### config.mk
export PLATFORM = sky130hd
export DESIGN_NAME = sad_csa_accum_ctrl
export DESIGN_NICKNAME = d
export VERILOG_FILES = /design/src/rtl/sad_csa_accum_ctrl.sv
export SDC_FILE = /design/constraint.sdc
export NUM_CORES = 1
export LEC_CHECK = 0
export BUFFER_PORTS_ARGS = -buffer_cell sky130_fd_sc_hd__buf_4
export CORE_MARGIN = 3
export CORE_UTILIZATION = 58
export CTS_CLUSTER_SIZE = 8
export DETAILED_ROUTE_END_ITERATION = 10
export PLACE_DENSITY = 0.81
export SETUP_SLACK_MARGIN = 0.05
export SYNTH_ARGS = -nofsm -noshare
export SYNTH_HDL_FRONTEND = slang
export SYNTH_SLANG_ARGS = --single-unit
### constraint.sdc
create_clock -name clk -period 2.5 [get_ports clk]
set_clock_uncertainty 0.2 [all_clocks]
set_input_delay 0.25 -clock clk [delete_from_list [all_inputs] [get_ports clk]]
set_output_delay 0.25 -clock clk [all_outputs]
set_load 0.01 [all_outputs]
### src/rtl/sad_csa_accum_ctrl.sv
// sad_csa_accum_ctrl: block SAD accumulator, carry-save row per pair, one carry-propagate add per block
module compressor_3_2 (
  input  logic a,
  input  logic b,
  input  logic c,
  output logic s,
  output logic co
);
  assign s  = a ^ b ^ c;
  assign co = (a & b) | (a & c) | (b & c);
endmodule

module sad_csa_accum_ctrl #(
  parameter int PIX_W = 8,
  parameter int BLK_N = 16,
  parameter int ACC_W = 12,
  localparam int CNT_W = $clog2(BLK_N)
) (
  input  logic             clk,
  input  logic             rst,
  input  logic             abort,
  input  logic             in_valid,
  output logic             in_ready,
  input  logic [PIX_W-1:0] cur_pix,
  input  logic [PIX_W-1:0] ref_pix,
  output logic             sad_valid,
  input  logic             sad_ready,
  output logic [ACC_W-1:0] sad,
  output logic [CNT_W-1:0] pix_cnt
);
  typedef enum logic [1:0] {ACCUM, RESOLVE, DONE} state_t;
  state_t state, state_nx;
  logic [PIX_W-1:0] diff;
  logic [ACC_W-1:0] d, sum_r, carry_r, cshift, row_s, row_c;
  logic accept, last;

  assign diff   = (cur_pix > ref_pix) ? cur_pix - ref_pix : ref_pix - cur_pix;
  assign d      = {{(ACC_W-PIX_W){1'b0}}, diff};
  assign cshift = {carry_r[ACC_W-2:0], 1'b0};
  assign last   = pix_cnt == CNT_W'(BLK_N - 1);

  for (genvar g = 0; g < ACC_W; g++) begin : g_row
    compressor_3_2 u_c (.a(d[g]), .b(sum_r[g]), .c(cshift[g]), .s(row_s[g]), .co(row_c[g]));
  end

  // The carry MSB would weigh 2^ACC_W; the width bound keeps it zero.
  always_comb assert (rst || !carry_r[ACC_W-1]);

  always_comb begin
    in_ready  = state == ACCUM;
    sad_valid = state == DONE;
    accept    = in_valid && in_ready && !abort;
    state_nx  = abort ? ACCUM :
                state == ACCUM ? ((accept && last) ? RESOLVE : ACCUM) :
                state == RESOLVE ? DONE :
                sad_ready ? ACCUM : DONE;
  end

  always_ff @(posedge clk or posedge rst)
    if (rst) state <= ACCUM;
    else     state <= state_nx;

  always_ff @(posedge clk or posedge rst) begin
    if (rst) begin
      sum_r   <= '0;
      carry_r <= '0;
      pix_cnt <= '0;
      sad     <= '0;
    end else if (abort) begin
      sum_r   <= '0;
      carry_r <= '0;
      pix_cnt <= '0;
    end else if (accept) begin
      sum_r   <= row_s;
      carry_r <= row_c;
      pix_cnt <= pix_cnt + 1'b1;
    end else if (state == RESOLVE) begin
      sad <= sum_r + cshift;
    end else if (sad_valid && sad_ready) begin
      sum_r   <= '0;
      carry_r <= '0;
    end
  end
endmodule

[Word level (Yosys, flattened, before mapping)]
Cells that the tools add are included.
Operators by class
  $add $sub $neg: 4
  multiply operators: 0
  divide/modulo/power cells: 0
  magnitude comparators: 1
  eq/ne operators: 4
  shifts and indexed selects: 0
  multiplexer cells: 14
  bitwise logic cells: 60
  reduce and logical (&&, ||, !) cells: 10
Operators by type and width (number)
  2-to-1 mux 12 bit: 4
  bitwise AND 1 bit: 25
  2-to-1 mux 11 bit: 2
  bitwise XOR 1 bit: 19
  subtractor 8 bit: 2
  bitwise OR 1 bit: 14
  adder 12 bit: 1
  greater-than comparator 8 bit: 1
  2-to-1 mux 2 bit: 4
  2-to-1 mux 4 bit: 2
  2-to-1 mux 8 bit: 1
  adder 4 x 1 -> 4 bit (second input constant): 1
  equality test 4 bit (second input constant): 1
  logical AND 1 bit: 4
  inequality test 3 bit (second input constant): 1
  AND reduction 3 bit: 1
  nonzero test 3 bit: 1
  equality test 2 x 1 -> 1 bit (second input constant): 1
  equality test 2 bit (second input constant): 1
  zero test 2 bit: 1
  inverter 1 bit: 2
  AND reduction 2 bit: 1
  nonzero test 2 bit: 1
  zero test 1 bit: 1
  2-to-1 mux 1 bit: 1
Storage, ports and cells
  bits in registers: 41
  bits in latches: 0
  RAM bits: 0
  ROM bits: 0
  bits of input ports: 21
  output and inout bits: 18
  word-level logic and storage cells: 98
  memories kept: 0

[Logic depth before layout (Yosys ltp)]
Gate-level depths: netlist of the first run.
  word-level depth: 7
  gate-level depth with buffers: 12
  gate-level depth less buffers: 12

[Hierarchy]
From an unflattened synthesis of the first run, not the netlist that was laid out.
Unflattened totals
  cells, all modules: 264
  area, all modules: 2859.0 um^2
Modules (own cells, without submodules)
  sad_csa_accum_ctrl: times used 1, cells an instance 252, area each 2618.8 um^2, sequential area each 1026.0 um^2
  compressor_3_2: times used 12, cells an instance 1, area each 20.0 um^2, sequential area each 0.0 um^2

[Worst setup path before layout of the first run]
Ideal clock, no wire load.
  kind: in2reg
  start point: input port cur_pix[0]
  end point: register sum_r[2]
  library setup time: 83 ps
  arrival: 2380 ps
  required time: 2217 ps
  setup slack: -163 ps
  stages: 12
  buffers on the path: 0
  path through: inv_1 > ha_1 > inv_1 > fa_1 > a21o_1 > nand4_1 > nor3b_4 > a21oi_4 > mux2i_1 > xor2_1 > fa_1 > o21ai_0
Between the ends
  longest elaborated chain between the ends: 6
  elaborated cells between the ends (all ways): 8
  classes of those cells: add/sub (2); order compare (1); mux (3); bitwise (2)
Ends and longest elaborated chain
  from (decl): line 24  | input logic [PIX_W-1:0] cur_pix,
  subtractor 8 bit / greater-than comparator 8 bit (equally long branches): line 37  | assign diff = (cur_pix > ref_pix) ? cur_pix - ref_pix : ref_pix - cur_pix;
  2-to-1 mux 8 bit (*): line 37
  bitwise XOR 1 bit (*) (2 in series): line 9  | assign s = a ^ b ^ c;
  2-to-1 mux 12 bit (*): line 73  | end else if (accept) begin
  2-to-1 mux 12 bit (*): line 69  | end else if (abort) begin
  to (signal assigned): line 74  | sum_r <= row_s;
  to (decl): line 34  | logic [ACC_W-1:0] d, sum_r, carry_r, cshift, row_s, row_c;
Every way passes the cells marked *; elsewhere a longest branch is shown, timed or not.
A chain may end at the register's enable or synchronous reset.

[Final worst setup path of the first run]
Same ends and word-level chain as after synthesis.

==> impl_metrics.yaml, run 1 <==
worst_setup_path:
  setup.worst_path.class: "in2reg"
  critical_path.n_buffers_inverters: 3
  timing.critical_path.to_type: "flop"
  critical_path_launch_point_type: "primary input"
  timing.critical_path.max_delay_family: "adder cells"
  timing.critical_path.slowest_cell_delay_ns: 0.44
  data_arrival_critical_path_ns: 2.52
  worstPathMaxFanout: 6
  crit_path_cell_trace: "buf_12 > inv_12 > ha_4 > inv_2 > fa_2 > a21o_1 > nand4_1 > nor3b_4 > a21oi_4 > mux2i_2 > xor2_2 > fa_1 > o21ai_1"
  slowest_stage: "fa_1"
  critPathRequiredTime_ns: 2.52
finish:
  layout-area-overhead-vs-synth_pct: 26.7
  fillers: 310
  layout.cells.most_common_list: "buf_4 (66), dfrtp_1 (41), nand2_1 (38), inv_1 (33), o21ai_0 (31)"
  layout-drive-gt1-share_pct: 27.0
  fin_nets: 424
  fin_util_pct: 78.5
  antenna_cells_inserted: 0
  most_common_cell_after_layout_fill_and_taps_aside: "buf_4"
sta:
  postLayoutSetupSlackWorst_ns: -0.00369
  fmax_mhz: 399
  final_min_period_over_clock_period_pct: 100
  hold_slack_ns: 0.0457
  rsz0062_at_grt: "yes"
  tightestPinTransition_ns: 0.615
  setup_viol_count_final: 1
  slew_hr_pct: 59.0
  layout_min_cycle_time_ns: 2.50
  number_of_hold_violations_in_the_final_report: 0
  report.final.slew_viol_count: 0
grt:
  grt_util_met2_pct: 36.9
  grt_first_pass_wirelength_mm: 9.50
  largest_net_degree_at_the_start_of_global_routing: 42
  global_route.usage.met3_pct: 4.49
  grt_antenna_before_repair: 0
  groute.layer.met1.usage_pct: 27.7
  grt.total_usage_pct: 21.6
  first_global_vias: 2138
  grt_overflow_total: 0
  busiest_layer: "met2"
floorplanning:
  rows: 24
  core_area_mm2: 0.00450
  die_height_um: 75.4
  die_area_mm2: 0.00568
  io_pins: 39
  start_util_pct: 61.9
  fp.dieW_um: 75.4
run:
  cap_viol_max_count: 0
clocking:
  max_root_sink_buffers: 2
  root_buffer: "clkbuf_8"
  path_clk_slew_ns: 0.08
  cts_tree: "built"
  cts-buffers-inserted: 5
  clkLatencyLatePin_ns: 0.29
  cts-htree-levels: 2
  clock-sinks: 41
synth:
  postSynthRegisterBits: 41
  synth-seq-area-share_pct: 36.8
  yosys_warnings: 0
  yosys_most_used_dff: "dfrtp_1"
  synth_cell_type_count: 39
  syn-mean-instance-area_um2: 9.39
  postSynthNetCount: 355
  syn_area_mm2: 0.00279
  synth_enable_flop_cells: 0
  netlist_instances: 297
  synth_async_sr_flop_share_pct: 100
outcome:
  run_status: "finished, violations left"
  failed_checks: "negative setup slack"
min_path:
  worst_min_delay_path_category: "in2reg"
placement:
  hpwlAfterDp_mm: 4.44
  io_buffer_count: 38
  place.gp.congestion: 0.877
detailed_routing:
  vias: 2253
  drc: 0
  firstDrtPassIters: 4
  final_antenna_net_count: 0
  routed_wirelength_mm: 5.60
  drt_iter0_markers: 84
  wire_per_inst_um: 13.4
  avgViaCountPerCell: 5.39
pwr:
  vdd_drop_max_v: 0.000359
  powerDensity_mw_per_mm2: 472
  leakage_power_of_the_design_nw: 1.73
  post-layout-total-power_mw: 1.67
registers in the layout, indices dropped and copies added, names as in the netlist:
| name | cells |
|---|---|
| sum_r | 12 |
| state | 2 |
| pix_cnt | 4 |
| carry_r | 11 |
| sad | 12 |
worst register-to-register path, delay by kind of cell (launching register included):
kind                     cells  cell delay, ns
adder cells (fa/ha/maj)      2            0.63
buffers and inverters        1            0.07
XOR/XNOR                     1            0.13
flip-flops                   1            0.40
AND/OR/NAND/NOR              1            0.16
AO/OA/AOI/OAI                4            0.57
cell families after synthesis:
family | synth area share [%]
xor gates and xnor gates | 5.34
buffers and inverters | 6.68
adders and majority gates | 19.3
AOI/OAI and AO/OA | 17.5
muxes | 3.32
and+or+nand+nor | 11.1
DFF | 36.8
Yosys cell counts, types with 2 or more instances:
cell type	n	area [µm²]
a21oi_1	15	75.1
a22o_1	7	61.3
nand2_1	39	146
fa_1	10	200
o21ai_0	39	195
xnor2_1	8	70.1
xor2_1	9	78.8
a21o_1	5	37.5
inv_1	37	139
ha_1	27	338
dfrtp_1	41	1030
mux2i_1	7	70.1
nor2_1	12	45.0
a211oi_1	4	30.0
nor2b_1	2	12.5
mux2_2	2	22.5
nand3_1	6	30.0
clkbuf_1	5	18.8
o21bai_1	2	15.0
path summary, 6_finish.rpt:
kind                                        start                       to  slack, ns  cells past startpoint
min                                      in_valid   pix_cnt[1]$_DFFE_PP0N_       0.05                      3
min in group asynchronous                     rst  carry_r[10]$_DFFE_PP0P_       0.43                      4
min reg2reg                   sad[11]$_DFFE_PP0P_      sad[11]$_DFFE_PP0P_       0.28                      2
max                                    cur_pix[0]     sum_r[2]$_DFFE_PP0P_     -0.004                     13
max reg2reg                carry_r[0]$_DFFE_PP0P_       sad[9]$_DFFE_PP0P_       0.21                      9
max in group asynchronous                     rst   carry_r[2]$_DFFE_PP0P_       1.31                      4
report_power, final:
group | total, mW | switching [mW] | internal, mW
clock network | 0.438 | 0.220 | 0.218
logic | 0.495 | 0.255 | 0.240
registers | 0.736 | 0.0356 | 0.700
routing by layer:
layer / vias to the layer above / routed length, µm
li1: 1137 / -
met1: 1066 / 2480
met2: 38 / 2810
met3: 12 / 211
met4: 0 / 102
met5: - / 0
cell type report:
type                       instances  area (µm²)  share of cell area [%]
sequential                        41        1030                    29.0
clock buffer                       6        82.6                    2.34
clock inverter                     1        7.51                   0.212
tap                               52        65.1                    1.84
inverter                          37         151                    4.28
multi-input combinational        210        1650                    46.6
timing repair buffer              71         556                    15.7
metrics by stage:
| step | TNS [ns] | instances | area (µm²) | setup WS, ns |
|---|---|---|---|---|
| final | -0.00369 | 418 | 3530 | -0.00369 |
| after global routing | -0.474 | 418 | 3530 | -0.105 |
| after CTS | -0.0366 | 418 | 3520 | -0.0270 |
| after detailed placement | -4.10 | 405 | 3350 | -0.438 |
| after global placement | -3.20 | 405 | 3350 | -0.301 |
| after floorplan | -0.270 | 297 | 2850 | -0.0676 |
timing repair:
item | in CTS | in global routing
pin swaps | 15 | 10
hold endpoints to repair | 46 | 0
buffers inserted | 2 | 0
setup endpoints to repair | 8 | 13
hold buffers | 4 | 0
resized for setup | 7 | 6
cloned | 0 | 0
Power figures use the tool's default switching activity.
==> inputs of run 2 (changes only) <==
--- a/config.mk
+++ b/config.mk
@@ -5,12 +5,14 @@
 export SDC_FILE = /design/constraint.sdc
 export NUM_CORES = 1
 export LEC_CHECK = 0
+export ABC_AREA = 1
 export BUFFER_PORTS_ARGS = -buffer_cell sky130_fd_sc_hd__buf_4
+export CAP_MARGIN = 5
 export CORE_MARGIN = 3
-export CORE_UTILIZATION = 58
+export CORE_UTILIZATION = 53
 export CTS_CLUSTER_SIZE = 8
 export DETAILED_ROUTE_END_ITERATION = 10
-export PLACE_DENSITY = 0.81
+export PLACE_DENSITY = 0.78
 export SETUP_SLACK_MARGIN = 0.05
 export SYNTH_ARGS = -nofsm -noshare
 export SYNTH_HDL_FRONTEND = slang
==> constraint.sdc (replaced) <==
create_clock -name clk -period 2.3 [get_ports clk]
set_clock_uncertainty 0.2 [all_clocks]
set_input_delay 0.23 -clock clk [delete_from_list [all_inputs] [get_ports clk]]
set_output_delay 0.23 -clock clk [all_outputs]
set_load 0.01 [all_outputs]
==> run 2 against run 1 <==
Compared with the run above: the flow now finishes without violations; sequential share of layout area fell by 2.6 points; core utilization fell by 11 points; clock power rose by 37%; wire length rose by 17%; non-clock buffer count fell by 14; combinational power rose by 33%; critical path type unchanged; count of clock-buffer cells in the layout rose by 1; cell count rose by 28%.
==> impl_metrics.yaml, run 2 <==
sta:
  rsz0062_at_grt: "yes"
  number_of_hold_violations_in_the_final_report: 0
  tightestPinTransition_ns: 0.581
  layout_min_cycle_time_ns: 2.15
  setup_viol_count_final: 0
  final_min_period_over_clock_period_pct: 93.5
  fmax_mhz: 465
  report.final.slew_viol_count: 0
  slew_hr_pct: 61.2
  hold_slack_ns: 0.0480
  postLayoutSetupSlackWorst_ns: 0.148
floorplanning:
  rows: 27
  die_height_um: 84.4
  fp.dieW_um: 84.4
  core_area_mm2: 0.00574
  die_area_mm2: 0.00713
  start_util_pct: 56.8
  io_pins: 39
synth:
  yosys.area.top_type: "dfrtp_1"
  netlist_instances: 405
  synth.most_common_cell: "nand2_1"
  yosys_most_used_dff: "dfrtp_1"
  syn-mean-instance-area_um2: 8.05
  synth_cell_type_count: 31
  yosys_warnings: 0
  syn_area_mm2: 0.00326
  postSynthRegisterBits: 41
  synth_enable_flop_cells: 0
  most_instantiated_cells_after_synthesis: "nand2_1 (119), inv_1 (73), dfrtp_1 (41)"
  synth.top_cell.area_share_pct: 31.5
  synth_area_leaders: "dfrtp_1 (31%), nand2_1 (14%), ha_1 (10%), inv_1 (8.4%), o22ai_2 (7.3%)"
  postSynthNetCount: 463
  synth-seq-area-share_pct: 31.5
  synth_async_sr_flop_share_pct: 100
pwr:
  share_seq_of_total_power_pct: 38.7
  power_frac_clock_pct: 29.2
  leakage_power_of_the_design_nw: 2.04
  powerDensity_mw_per_mm2: 528
  p_int_mw: 1.40
  post-layout-total-power_mw: 2.05
  vdd_drop_max_v: 0.000367
  combinationalPowerShare_pct: 32.1
  netSwitchingFraction_pct: 31.6
  switchingPower_mw: 0.647
min_path:
  holdPathEnd: "pix_cnt[1]$_DFFE_PP0N_"
  worst_min_delay_path_category: "in2reg"
  holdPathStages: 4
  hp-start: "abort"
worst_setup_path:
  data_arrival_critical_path_ns: 2.17
  worst_r2r_path_depth: 11
  crit-reg2reg-capture: "sad[9]$_DFFE_PP0P_"
  critical_path_launch_point_type: "primary input"
  timing.rr.start: "carry_r[0]$_DFFE_PP0P_"
  timing.critical_path.slowest_cell_delay_ns: 0.42
  worstPathMaxFanout: 7
  slowest_stage: "fa_1"
  setup.worst_path.class: "in2reg"
  timing.reg2reg.setup_slack_ns: 0.26
  cpMostUsedCell: "nand2_2"
  crit_path_cell_trace: "buf_4 > inv_1 > ha_2 > inv_1 > fa_2 > nand3_2 > nand2_2 > nand2_4 > nand2_2 > o21ai_4 > nand2_1 > nand2_2 > fa_1 > o22ai_2"
  timing.critical_path.to_type: "flop"
  critPathRequiredTime_ns: 2.32
grt:
  grt_first_pass_wirelength_mm: 11.5
  grt_overflow_total: 0
  first_global_vias: 2751
  grt.total_usage_pct: 19.4
  largest_net_degree_at_the_start_of_global_routing: 42
  grt_antenna_before_repair: 0
finish:
  biggestRegsByFlops: "sad x12, sum_r x12, carry_r x11"
  most_common_cell_after_layout_fill_and_taps_aside: "nand2_1"
  layout.cells.most_common_list: "nand2_1 (114), inv_1 (73), buf_4 (54), dfrtp_1 (41), nand3_1 (26)"
  fin_nets: 521
  layout-drive-gt1-share_pct: 24.4
  fillers: 476
  antenna_cells_inserted: 0
  layout-area-overhead-vs-synth_pct: 19.0
detailed_routing:
  avgViaCountPerCell: 5.05
  drc: 0
  wire_per_inst_um: 12.2
  firstDrtPassIters: 4
  vias: 2707
  final_antenna_net_count: 0
  routed_wirelength_mm: 6.54
  drt_iter0_markers: 130
clocking:
  cts_tree: "built"
  clock-sinks: 41
  root_buffer: "clkbuf_8"
  path_clk_slew_ns: 0.08
  cts.repair_timing.setup_buffer_count: 0
  clkLatencyLatePin_ns: 0.29
  max_root_sink_buffers: 2
  cts-buffers-inserted: 5
  cts-htree-levels: 2
outcome:
  run_status: "complete, no violations"
placement:
  io_buffer_count: 38
  place.gp.congestion: 0.898
  hpwlAfterDp_mm: 5.16
  place_ws_ns: -0.193
run:
  cap_viol_max_count: 0
## run 2: cell types whose count changed after synthesis, moves of 5 or more
cell / change
nand2_1: +80
inv_1: +36
o21ai_0: -30
nand3_1: +21
o22ai_2: +19
a22o_1: -7
mux2i_1: -7
nor2_1: +7
clkbuf_1: -5
o21ai_2: +5
## run 2: area by class of cell
type	instances	area [µm²]	area share, %
inverter	77	292	7.52
clock buffer	7	86.3	2.23
sequential	41	1030	26.5
clock inverter	1	30.0	0.774
tap	72	90.1	2.32
multi-input combinational	281	1920	49.5
timing repair buffer	57	435	11.2
## run 2: cells by family after synthesis
kind of cell    after synthesis  synth area share (%)
simple gates                180                  23.8
flops                        41                  31.5
xor+xnor                     11                  2.95
compound gates               53                  14.4
fa+ha+maj                    37                  16.5
buf+inv                      83                  10.9
## run 2: worst max path at each step
| stage | startpoint | end |
|---|---|---|
| 6_report | cur_pix[0] | sum_r[4]$_DFFE_PP0P_ |
| 5_1_grt | cur_pix[0] | sum_r[4]$_DFFE_PP0P_ |
| 4_1_cts | cur_pix[0] | sum_r[7]$_DFFE_PP0P_ |
| 3_5_place_dp | cur_pix[0] | sum_r[4]$_DFFE_PP0P_ |
| 3_3_place_gp | cur_pix[0] | sum_r[7]$_DFFE_PP0P_ |
| 2_1_floorplan | cur_pix[0] | sum_r[7]$_DFFE_PP0P_ |
## run 2: per-stage QoR
stage	util, %	instances	instance area, µm²	TNS, ns
2_1_floorplan	-	405	3270	0
3_3_place_gp	64.5	525	3700	-0.937
3_5_place_dp	64.5	525	3700	-1.35
4_1_cts	67.0	536	3850	0
5_1_grt	67.5	536	3880	0
6_report	67.5	536	3880	0
## run 2: worst max-delay path: cells and delay by family
kind | cells | cell delay [ns]
AND/OR/NAND/NOR | 6 | 0.53
buffers and inverters | 3 | 0.21
adder cells (fa/ha/maj) | 3 | 0.94
AO/OA/AOI/OAI | 2 | 0.26
## run 2: metal layers
| layer | part of all wire [%] | track usage [%] | up-vias |
|---|---|---|---|
| met1 | 44 | 24.0 | 1250 |
| met4 | 1.5 | 6.76 | 0 |
| met5 | 0 | 0 | - |
| met2 | 50 | 33.7 | 59 |
| li1 | - | - | 1388 |
| met3 | 4.3 | 3.83 | 10 |
## run 2: what timing repair did
item | in CTS | in global routing
setup endpoints to repair | 0 | 7
hold endpoints to repair | 42 | 0
hold buffers | 3 | 0
resized for setup | 0 | 6
## run 2: power groups by stage
stage	logic (mW)	clock network, mW	registers [mW]
after CTS	0.647	0.611	0.793
after detailed placement	0.639	0	0.807
after global routing	0.749	0.638	0.799
after floorplan	0.471	0	0.803
after global placement	0.616	0	0.804
final	0.657	0.598	0.794
